## config.mk

```make
export PLATFORM = sky130hd
export DESIGN_NAME = fetch_unit
export DESIGN_NICKNAME = d
export VERILOG_FILES = /design/src/rtl/fetch_unit.sv
export SDC_FILE = /design/constraint.sdc
export NUM_CORES = 1
export LEC_CHECK = 0
export CAP_MARGIN = 5
export CORE_ASPECT_RATIO = 1.2
export CORE_UTILIZATION = 55
export DETAILED_ROUTE_END_ITERATION = 12
export HOLD_SLACK_MARGIN = 0.12
export PLACE_DENSITY_LB_ADDON = 0.05
export SKIP_CTS_REPAIR_TIMING = 1
export SYNTH_ARGS = -nofsm -noshare
export SYNTH_HDL_FRONTEND = slang
export SYNTH_SLANG_ARGS = --single-unit
```

## constraint.sdc

```tcl
create_clock -name clk -period 2.3 [get_ports clk]
set_input_delay 0.23 -clock clk [delete_from_list [all_inputs] [get_ports clk]]
set_output_delay 0.23 -clock clk [all_outputs]
set_load 0.02 [all_outputs]
```

## src/rtl/fetch_unit.sv

```systemverilog
// ---------------------------------------------------------------------------
// fetch_unit
//
// Instruction prefetch stage for a small 8-bit core with a 16x8 program
// memory.  Sequential reads are issued to the memory, and each response
// byte is queued together with the address it came from.  The decode stage
// drains the queue head with a valid/ready handshake.  A byte whose upper
// nibble is zero is a HALT: it is still queued and delivered, but fetching
// stops after it.  A redirect from downstream flushes everything and
// restarts fetching at the new target.
//
// Parameters
//   DEPTH           prefetch queue entries (power of two, 2..8)
//
// Ports
//   clk             rising-edge clock
//   rst_n           asynchronous active-low reset
//   mem_rd_en       read strobe to program memory
//   mem_addr        read address, meaningful while mem_rd_en=1 (else 0)
//   mem_rdata       read data, valid one cycle after the strobe cycle
//   redirect_valid  jump request from the downstream pipeline
//   redirect_pc     jump target
//   ir_valid        queue head holds an instruction byte
//   ir_data         instruction byte at queue head (0 when empty)
//   ir_pc           address the head byte came from (0 when empty)
//   ir_ready        decode accepts the head byte this cycle
//   halted          HALT reached and everything drained
// ---------------------------------------------------------------------------
module fetch_unit #(
    parameter int DEPTH = 4
) (
    input  logic       clk,
    input  logic       rst_n,
    output logic       mem_rd_en,
    output logic [3:0] mem_addr,
    input  logic [7:0] mem_rdata,
    input  logic       redirect_valid,
    input  logic [3:0] redirect_pc,
    output logic       ir_valid,
    output logic [7:0] ir_data,
    output logic [3:0] ir_pc,
    input  logic       ir_ready,
    output logic       halted
);

    // Pointer width addresses DEPTH entries; count needs one extra bit so it
    // can represent a completely full queue.
    localparam int PW = (DEPTH > 1) ? $clog2(DEPTH) : 1;
    localparam int CW = PW + 1;
    localparam logic [CW:0] DEPTH_W = (CW + 1)'(DEPTH);

    typedef enum logic {
        FETCH = 1'b0,
        STOP  = 1'b1
    } state_t;

    state_t        state;
    state_t        state_next;

    logic [3:0]    fetch_pc;
    logic [CW-1:0] count;
    logic          inflight;
    logic [3:0]    inflight_pc;
    logic [PW-1:0] wr_ptr;
    logic [PW-1:0] rd_ptr;

    logic [7:0]    fifo_data [DEPTH];
    logic [3:0]    fifo_pc   [DEPTH];

    logic [CW:0]   occupancy;
    logic          issue;
    logic          push;
    logic          pop;
    logic          rsp_halt;

    // Slots already committed: queued bytes plus the one read in flight.
    // A pop in the current cycle deliberately frees no slot until it has
    // been registered, so the issue decision only uses registered values.
    assign occupancy = {1'b0, count} + {{CW{1'b0}}, inflight};

    // The response arriving this cycle is a HALT byte.  Knowing this in the
    // same cycle lets the read stream stop right after the HALT address
    // instead of over-fetching one byte past it.
    assign rsp_halt = inflight && (mem_rdata[7:4] == 4'b0000);

    // A redirect discards both the response arriving this cycle and any
    // handshake the decode stage performs in the same cycle.
    assign push = inflight && !redirect_valid;
    assign pop  = ir_valid && ir_ready && !redirect_valid;

    // FSM register.
    always_ff @(posedge clk or negedge rst_n) begin
        if (!rst_n) begin
            state <= FETCH;
        end else begin
            state <= state_next;
        end
    end

    // Next state and read issue.  Redirect always wins and returns to
    // FETCH from either state.  The rst_n term keeps the strobe low while
    // the block is held in reset, so the first read appears only in the
    // cycle after release.
    always_comb begin
        state_next = state;
        issue      = 1'b0;

        if (redirect_valid) begin
            state_next = FETCH;
        end else if ((state == FETCH) && push && rsp_halt) begin
            state_next = STOP;
        end

        if (rst_n && (state == FETCH) && !redirect_valid && !rsp_halt &&
            (occupancy < DEPTH_W)) begin
            issue = 1'b1;
        end
    end

    assign mem_rd_en = issue;
    assign mem_addr  = issue ? fetch_pc : 4'h0;

    // Fetch pointer, in-flight tracking and queue bookkeeping.  On a
    // redirect the queue is emptied by resetting both pointers, which also
    // makes the next entry land in slot 0.
    always_ff @(posedge clk or negedge rst_n) begin
        if (!rst_n) begin
            fetch_pc    <= 4'h0;
            count       <= '0;
            inflight    <= 1'b0;
            inflight_pc <= 4'h0;
            wr_ptr      <= '0;
            rd_ptr      <= '0;
        end else if (redirect_valid) begin
            fetch_pc <= redirect_pc;
            count    <= '0;
            inflight <= 1'b0;
            wr_ptr   <= '0;
            rd_ptr   <= '0;
        end else begin
            inflight <= issue;
            if (issue) begin
                fetch_pc    <= fetch_pc + 4'd1;
                inflight_pc <= fetch_pc;
            end
            if (push) begin
                wr_ptr <= wr_ptr + PW'(1);
            end
            if (pop) begin
                rd_ptr <= rd_ptr + PW'(1);
            end
            case ({push, pop})
                2'b10:   count <= count + CW'(1);
                2'b01:   count <= count - CW'(1);
                default: count <= count;
            endcase
        end
    end

    // Queue storage needs no reset: entries are only observable while
    // count is non-zero, and count is cleared by reset and redirect.
    always_ff @(posedge clk) begin
        if (push) begin
            fifo_data[wr_ptr] <= mem_rdata;
            fifo_pc[wr_ptr]   <= inflight_pc;
        end
    end

    assign ir_valid = (count != '0);
    assign ir_data  = ir_valid ? fifo_data[rd_ptr] : 8'h00;
    assign ir_pc    = ir_valid ? fifo_pc[rd_ptr]   : 4'h0;
    assign halted   = (state == STOP) && (count == '0) && !inflight;

endmodule
```

==> results.txt <==
* Final setup skew: 8.222 ps
- Leading cell types in the layout, fill and taps excluded: sky130_fd_sc_hd__edfxtp_1, sky130_fd_sc_hd__and2_1, sky130_fd_sc_hd__clkdlybuf4s50_1, sky130_fd_sc_hd__dlymetal6s2s_1, sky130_fd_sc_hd__dfrtp_1
- The final layout contains routed wiring with a total length of 4915 um.
- Logic depth of the worst register-to-register path: 6
- Traced cell by cell, the critical path runs through or3_1, buf_4, clkdlybuf4s50_1.
- Source-to-sink clock delay at the later pin of the worst-skew pair: about 340 ps
* Aggregate global routing overflow: 0
* Fin Setup TNS: 0 ps
- The H-tree was split into 3 levels.
* Global router's overall resource usage: 0.2079
- Final number of hold-violating endpoints: 0
* Height of the chip: 80.50 um
* Final setup violating endpoints: 0
* CTS Sinks: 65
- Timing analysis after detailed placement gives a worst setup slack of -177.8 ps.
- Number of buffers created by CTS: 9
* Core occupancy in the finished layout: 0.7216
- After floorplanning, the core was divided into 28 placement rows.
- Total of warnings raised by yosys: 0
- Pin count of the biggest net entering global routing: 20
- For this run, asynchronously set or reset flops after synthesis account for 0.2615.
* Flop and latch count out of synthesis: 65
* Nets: ~240
- In the routed design, unresolved DRC markers number 0.
* Number of antenna violations at the first check in global routing: 0
* Crit Path Class: register to primary output
* Footprint of the multi-input gates: roughly 920 um2
* Max-slew violation count: 0
- The repair_antennas step left the layout with diodes totalling 0.
* Number of instances in the placed design: 270
* Standard cell with the maximum stage delay on the critical path: sky130_fd_sc_hd__clkdlybuf4s50_1
* Number of fill cells in the layout: around 330
* Endpoint kind of the worst setup timing path: primary output
- Based on the critical path, the design can be clocked at up to 0.4514 GHz.
* Vias after detailed routing: 1,611
- R2R Setup Slk: 210 ps
- A synthesized cell averages 16.42 um2.
- The internal portion of the total power is between 0.002 and 0.003 W.
- Summing every instance area after synthesis gives 2824 um2.
- Clock share of power: 0.241
- The finished layout holds 287 standard cells, fillers aside.
* Root buffer cell: sky130_fd_sc_hd__clkbuf_8
- CP max stage delay: 540 ps
* Worst Slack Setup Final: 84.83 ps
* Peak supply drop: 0.7634 mV
- Data required, critical path: approximately 2100 ps
- Most common cell after layout, fill and taps aside: sky130_fd_sc_hd__edfxtp_1
- Of the available clock period, the critical path in the final layout requires 0.9631.
- Detailed-route vias per instance: 5.613
- First-iteration detailed-routing DRC count: 79
- DR pass1 iterations: 4
* Worst Path Arrival: 1990 ps
- Relative slew slack: 0.8053
* # IOs: 35
* Sequential standard cell area: between 1500 and 2000 um2
- Worst Max-Slew Pin Slew: 289.9 ps
- Reg-to-Reg Start: count[0]$_DFFE_PN0P_
- For this design the total switching power over the nets is 0.001168 W.
- Leakage: around 1.5 nW
* Number of enable flip-flop cells after synthesis: 48
- TritonCTS built the clock tree.
- Starting density of the core: 0.5717
* CP startpoint kind: register
- Switching Fraction: 0.3094
- Crit-path max FO: 14
- Number of cells produced by synthesis: 172
- Once detail routing completed, the nets flagged for antenna violations numbered 0.
- Total Die Area: 5426 um2
- The number of nets in the synthesized netlist is 194.
* Post-detail-place hpwl: 3214 um
* Combinational group share of total power: 0.350
- From left edge to right edge, the die measures between 60 and 70 um.
* Average wire length per cell after detail routing: about 17 um
- For this run, the leading register cell type out of synthesis is sky130_fd_sc_hd__edfxtp_1.
- Of the synthesized area, sequential elements account for 0.6611.
- The tightest min-delay check is of the primary input to async pin type.
- Power density relative to cell area: 1059 nW/um2
- Fraction of final layout cells sized beyond drive strength 1: 0.2379
* Final weighted congestion in routability-driven placement: around 0.69
- Max-cap viol count: 0
- Distinct cell type count after synthesis: 40
- Port-buffer cells: 34
* First-pass GRT wire length: 7852 um
- Clock slew seen by the registers of the worst setup and hold paths: 70 ps
* Area grow syn2layout: 26.23%
- Via count of the first global-routing pass: 1,656
- The tightest hold path in the finished design has a slack of 305.7 ps.
- The routed design could run at a clock period as short as between 2000 and 2500 ps.
* Buffer depth of the longest clock path: 2
- The worst register-to-register path ends at count[2]$_DFFE_PN0P_.
* Result of the run: finished clean
- The share of total power dissipated in sequential elements is 0.409.
* Area of the core: 4940 um2
==> cells in the mapped netlist, types with 2 or more instances <==
cell type / instances / area, um2
sky130_fd_sc_hd__a21oi_1: 2 / 10.01
sky130_fd_sc_hd__and2_1: 18 / 112.6
sky130_fd_sc_hd__and3_1: 6 / 37.54
sky130_fd_sc_hd__buf_1: 2 / 7.510
sky130_fd_sc_hd__buf_2: 2 / 10.01
sky130_fd_sc_hd__buf_6: 2 / 22.52
sky130_fd_sc_hd__clkbuf_1: 4 / 15.01
sky130_fd_sc_hd__dfrtp_1: 17 / 425.4
sky130_fd_sc_hd__edfxtp_1: 48 / 1441
sky130_fd_sc_hd__ha_1: 5 / 62.56
sky130_fd_sc_hd__inv_1: 3 / 11.26
sky130_fd_sc_hd__mux2_4: 4 / 60.06
sky130_fd_sc_hd__mux2i_1: 2 / 20.02
sky130_fd_sc_hd__mux4_2: 12 / 270.3
sky130_fd_sc_hd__nand2_1: 3 / 11.26
sky130_fd_sc_hd__nand2b_1: 3 / 18.77
sky130_fd_sc_hd__nand3_1: 3 / 15.01
sky130_fd_sc_hd__nand4b_1: 2 / 17.52
sky130_fd_sc_hd__nor2_1: 9 / 33.78
sky130_fd_sc_hd__nor3_1: 3 / 15.01
sky130_fd_sc_hd__xnor2_1: 2 / 17.52
sky130_fd_sc_hd__xor2_1: 2 / 17.52
==> sequential cells by signal, summed over array words and instances, names as in the netlist <==
| signal | count |
|---|---|
| fifo_data | 32 |
| fifo_pc | 16 |
| fetch_pc | 4 |
| inflight_pc | 4 |
| count | 3 |
| rd_ptr | 2 |
| wr_ptr | 2 |
| inflight | 1 |
| state | 1 |
==> kinds of logic after synthesis <==
group / share of synthesized area
buf+inv: 0.02348
compound gates: 0.03899
flops: 0.6611
fa+ha+maj: 0.02924
mux: 0.1241
xor+xnor: 0.01241
simple gates: 0.1108
==> power groups by stage <==
stage	clock [W]	sequential, W	combinational, W
floorplan	0	0.00152	0.000853
global placement	0	0.00155	0.00131
detailed placement	0	0.00157	0.00133
CTS	0.000929	0.00154	0.00134
global route	0.000970	0.00157	0.00146
finish	0.000910	0.00155	0.00132
==> through the flow <==
step | area (um2) | power (W)
floorplan | 2824 | 0.002376
global placement | 3289 | 0.002858
detailed placement | 3289 | 0.002898
CTS | 3476 | 0.003807
global route | 3565 | 0.003995
finish | 3565 | 0.003776
==> final cells by class <==
type,instances,share of cell area
multi-input combinational,94,0.2594
sequential,65,0.5240
clock buffer,10,0.03580
tap,60,0.02106
timing repair buffer,49,0.1400
clock inverter,6,0.01650
inverter,3,0.003159
==> metal layers <==
layer	global-route usage	part of all wire	up-vias
met4	0.09362	0.021	0
met3	0.06960	0.046	12
met1	0.2372	0.41	805
met5	0	0	-
li1	-	-	751
met2	0.3470	0.53	43
==> critical path, delay by kind of cell, from the launching register on <==
family / cells / cell delay [ps]
simple gates: 1 / 440
buf+inv: 2 / 740
flops: 1 / 460
==> worst max path at each step <==
| stage | start | to | slack [ps] | cells past startpoint |
|---|---|---|---|---|
| 4_1_cts | mem_rdata[4] | mem_rd_en | -190 | 5 |
| 6_report | count[2]$_DFFE_PN0P_ | ir_valid | 80 | 3 |
| 3_5_place_dp | mem_rdata[4] | mem_rd_en | -180 | 5 |
| 3_3_place_gp | mem_rdata[4] | mem_rd_en | -120 | 5 |
| 5_1_grt | mem_rdata[4] | mem_rd_en | -6 | 5 |
| 2_1_floorplan | redirect_valid | count[2]$_DFFE_PN0P_ | 350 | 7 |
Note: power is estimated with default switching activity, not from simulation.
